`src/rtl/id_scoreboard.sv`:
```
// ID-stage register scoreboard: per-register readiness countdown, load-use and
// branch-operand stall detection, and a saturating stall-cycle statistic.

module id_sb_cell #(
  parameter int CW       = 2,
  parameter int LOAD_LAT = 1
) (
  input  logic          clk,
  input  logic          reset,
  input  logic          set,
  input  logic          is_load,
  output logic [CW-1:0] cnt
);
  localparam logic [CW-1:0] LD_VAL  = CW'(LOAD_LAT + 1);
  localparam logic [CW-1:0] ALU_VAL = CW'(1);

  // A fresh write overrides the countdown of the previous producer.
  always_ff @(posedge clk) begin
    if (reset)             cnt <= '0;
    else if (set)          cnt <= is_load ? LD_VAL : ALU_VAL;
    else if (cnt != '0)    cnt <= cnt - 1'b1;
  end
endmodule

module id_scoreboard #(
  parameter int REG_W    = 5,
  parameter int LOAD_LAT = 1,
  parameter int STAT_W   = 16
) (
  input  logic              clk,
  input  logic              reset,
  input  logic              id_valid,
  input  logic [REG_W-1:0]  id_rs,
  input  logic [REG_W-1:0]  id_rt,
  input  logic              id_uses_rs,
  input  logic              id_uses_rt,
  input  logic              id_is_branch,
  input  logic              id_wr_en,
  input  logic [REG_W-1:0]  id_wr_reg,
  input  logic              id_is_load,
  input  logic              flush,
  output logic              pc_if_id_write,
  output logic              bubble,
  output logic [STAT_W-1:0] stall_count
);
  localparam int NREG = 2 ** REG_W;
  localparam int CW   = $clog2(LOAD_LAT + 2);

  logic [NREG-1:0][CW-1:0] cnt;
  logic [CW-1:0]           c_rs, c_rt;
  logic                    haz_rs, haz_rt, stall, issue;

  assign c_rs = cnt[id_rs];
  assign c_rt = cnt[id_rt];

  // Branches resolve in ID so they need the value fully written back (cnt==0);
  // EX consumers can take it off the forwarding path one cycle earlier.
  assign haz_rs = id_uses_rs && (id_rs != '0) &&
                  (id_is_branch ? (c_rs != '0) : (c_rs > CW'(1)));
  assign haz_rt = id_uses_rt && (id_rt != '0) &&
                  (id_is_branch ? (c_rt != '0) : (c_rt > CW'(1)));

  assign stall          = id_valid && !flush && (haz_rs || haz_rt);
  assign issue          = id_valid && !flush && !stall;
  assign pc_if_id_write = !stall;
  assign bubble         = stall || flush || !id_valid;

  for (genvar r = 0; r < NREG; r++) begin : g_reg
    if (r == 0) begin : g_zero
      assign cnt[r] = '0;
    end else begin : g_cell
      id_sb_cell #(.CW(CW), .LOAD_LAT(LOAD_LAT)) u_cell (
        .clk     (clk),
        .reset   (reset),
        .set     (issue && id_wr_en && (id_wr_reg == REG_W'(r))),
        .is_load (id_is_load),
        .cnt     (cnt[r])
      );
    end
  end

  always_ff @(posedge clk) begin
    if (reset)                              stall_count <= '0;
    else if (stall && (stall_count != '1))  stall_count <= stall_count + 1'b1;
  end
endmodule

```
`config.mk`:
```
export PLATFORM = sky130hd
export DESIGN_NAME = id_scoreboard
export DESIGN_NICKNAME = d
export VERILOG_FILES = /design/src/rtl/id_scoreboard.sv
export SDC_FILE = /design/constraint.sdc
export NUM_CORES = 1
export LEC_CHECK = 0
export ABC_AREA = 1
export CORE_ASPECT_RATIO = 1.2
export CORE_MARGIN = 4
export CORE_UTILIZATION = 55
export CTS_CLUSTER_SIZE = 12
export DETAILED_ROUTE_END_ITERATION = 8
export HOLD_SLACK_MARGIN = 0.06
export PLACE_DENSITY_LB_ADDON = 0.25
export SYNTH_ARGS = -nofsm -noshare
export SYNTH_HDL_FRONTEND = slang
export SYNTH_SLANG_ARGS = --single-unit
export TNS_END_PERCENT = 50
```
`constraint.sdc`:
```
create_clock -name clk -period 2.2 [get_ports clk]
set_input_delay 0.33 -clock clk [delete_from_list [all_inputs] [get_ports clk]]
set_output_delay 0.33 -clock clk [all_outputs]
set_load 0.01 [all_outputs]
```
==> flow_summary.toml <==
[finish]
final_cells = 1158
fin_nets = 1080
drive_above_1_share_pct = 17.69
n_antenna_cell = 0
n_fill_cell = 870
finalInstanceArea_um2 = 7556
layout_commonest_cell = "nand2_1"
final_cell_mix = "nand2_1 (284), nand3_1 (106), inv_1 (73), nor2_1 (73), dfxtp_1 (70)"
syn_to_final_growth_pct = 24.41

[clock_network]
clock_sinks = 78
cts_tree = "done"
clockRootBuffer = "clkbuf_16"
cts_buffers = 9
clk_pin_slew_worst_paths_ps = 70
clk_path_buf_depth = 2
htreeDepth = 3
insertion_delay_ps = 350

[setup_path]
critPathArrivalTime_ps = 2400
crit_fanout = 18
r2r_slack_ps = 30
crit_path_end_kind = "register"
cp_slowest_cell = "dfxtp_1"
crit_top_cell = "nand3_2"
crit_chain = "inv_2 > nand2_1 > nand3_1 > nand3_2 > nand3_2 > nand3_2 > nand3_2 > nand2_1 > nand2_2 > buf_6 > nand4_4 > buf_12 > nor2_4 > buf_12 > nand3_1 > nand2_1 > nor2_1"
critPathKind = "register to register"
critical_path_required_ps = 2440
start_kind = "register"
crit_buf_inv = 4
crit_family = "simple AND/OR/NAND/NOR gates"
crit_path_max_incr_delay_ps = 330

[min_path]
hold_class = "register to register"

[logic_synthesis]
async_flop_share_pct = 0
ys_seq_area_share_pct = 25.71
synth-edff-count = 0
synthFlopType = "dfxtp_1"
synthCells = 963
syn-cell-area_um2 = 6073
syn_nets = 1019
yosysWarnings = 0
ys_ff_latch = 78
synth_area_per_cell_um2 = 6.307
synth_cell_types = 31

[detailed_routing]
wl_per_cell_um = 16.43
wirelength_mm = 19.03
ant_nets = 0
drt_iter0_markers = 619
via_count = 6780
route.detailed.drc = 0
vias_per_cell = 5.855
first_pass_iters = 6

[place]
portBuffers = 41
dp.cells = 1132
hpwl_mm = 12.53
place_area_um2 = 6805
gp_congestion = 1.001

[sta]
finalCritPeriodShare_pct = 98.53
period_minus_slack_ps = 2168
drv_slew = 0
max_freq_ghz = 0.4613
worst_pin_slew_ps = 565.5
rsz0062_at_grt = "yes"
max_slew_margin_pct = 62.30
clock-skew-final_ps = 7.380
report.final.hold_viol_count = 0
finalSetupViolations = 0

[global_route]
overflow = 0
grt_usage_pct = 28.37
grt_pass1_vias = 6159
antenna_found_initial = 0
grt_pass1_wl_mm = 29.43
grt_max_degree = 44

[power]
ir_drop_mv = 0.7046
leakagePower_nw = 3.321
powerDensity_nw_per_um2 = 1086
power_w = 0.008208

[floorplan]
die_width_um = 103.9
io_pins = 42
start_util_pct = 56.92
die-area_um2 = 12790
core_um2 = 10670
row_count = 41
fp.dieH_um = 123.1

[outcome]
status = "completed"

[run]
drv_cap = 0
## metal layers
| layer | share of wire (%) | global-route usage, % | wire (um) |
|---|---|---|---|
| met1 | 40 | 34.01 | 7679 |
| met2 | 48 | 48.90 | 9094 |
| met4 | 4.2 | 15.13 | 800 |
| met3 | 7.6 | 4.961 | 1452 |
| met5 | 0 | 0 | 0 |
## cells in the mapped netlist, types with 10 or more instances
master	instances	area share (%)
ha_1	32	6.6
clkbuf_1	18	1.1
o2bb2ai_1	13	1.9
nor2_1	81	5.0
inv_1	109	6.7
nand3_1	114	9.4
o21ai_0	24	2.0
dfxtp_1	78	26
o211ai_1	17	2.1
nand2_1	288	18
nand4_1	15	1.5
mux2_2	18	3.3
a21boi_1	10	1.2
a21oi_1	61	5.0
xnor2_1	21	3.0
buf_2	13	1.1
## per-stage QoR
stage / worst slack (ps) / hold WS (ps) / util [%] / setup TNS [ps]
after floorplan: 215.6 / 489.8 / - / 0
after global placement: -633.3 / 467.6 / 63.78 / -40440
after detailed placement: -670.6 / 471.6 / 63.78 / -42450
after CTS: 24.33 / 483.4 / 67.81 / 0
after global routing: -72.80 / 512.8 / 70.81 / -744.3
final: 32.37 / 478.3 / 70.81 / 0
## where the power goes
part           internal [W]  switching, W  leakage [nW]
clock               0.00114      0.000629         0.166
combinational       0.00203       0.00218          2.51
sequential          0.00190      0.000327         0.646
## sequential cells by signal, summed over array words and instances (netlist names)
register             flops
g.g_cell.u_cell.cnt     62
stall_count             16
## final cells by class
cell class | count | area, um^2 | share of cell area, %
timing repair inverter | 1 | 5.005 | 0.06624
clock buffer | 11 | 242.7 | 3.212
multi-input combinational | 725 | 4000 | 52.94
timing repair buffer | 94 | 1030 | 13.63
sequential | 78 | 1572 | 20.80
inverter | 115 | 439.2 | 5.812
tap | 129 | 161.4 | 2.136
clock inverter | 5 | 106.4 | 1.408
## cell families (layout without fill, tap and decap cells)
family	Yosys count	after routing	share of synthesized area [%]
and+or+nand+nor	514	514	35.83
buffers and inverters	160	226	11.27
AOI/OAI and AO/OA	132	132	13.08
DFF	78	78	25.71
adders and majority gates	32	32	6.592
xor gates and xnor gates	29	29	4.182
muxes	18	18	3.337
## worst paths after layout
check,from,to,cells after the start
worst min register to register,stall_count[15],stall_count[15],2
worst min-delay path,stall_count[15],stall_count[15],2
worst max-delay path,g_reg[23].g_cell.u_cell.cnt[0],g_reg[24].g_cell.u_cell.cnt[1],17
worst max register to register,g_reg[23].g_cell.u_cell.cnt[0],g_reg[24].g_cell.u_cell.cnt[1],17
## worst reg2reg max path, delay by kind of cell (launching register included)
| family | cells | cell delay, ps |
|---|---|---|
| AND/OR/NAND/NOR | 13 | 1170 |
| buffers and inverters | 4 | 560 |
| flip-flops | 1 | 330 |
## timing repair
| action | in CTS | in global routing |
|---|---|---|
| hold buffers | 0 | 0 |
| cloned | 2 | 5 |
| setup buffers | 0 | 3 |
| resized for setup | 30 | 100 |
| pin swaps | 2 | 9 |
| setup endpoints to repair | 79 | 68 |
No activity file was read; power rests on OpenSTA's default activity.
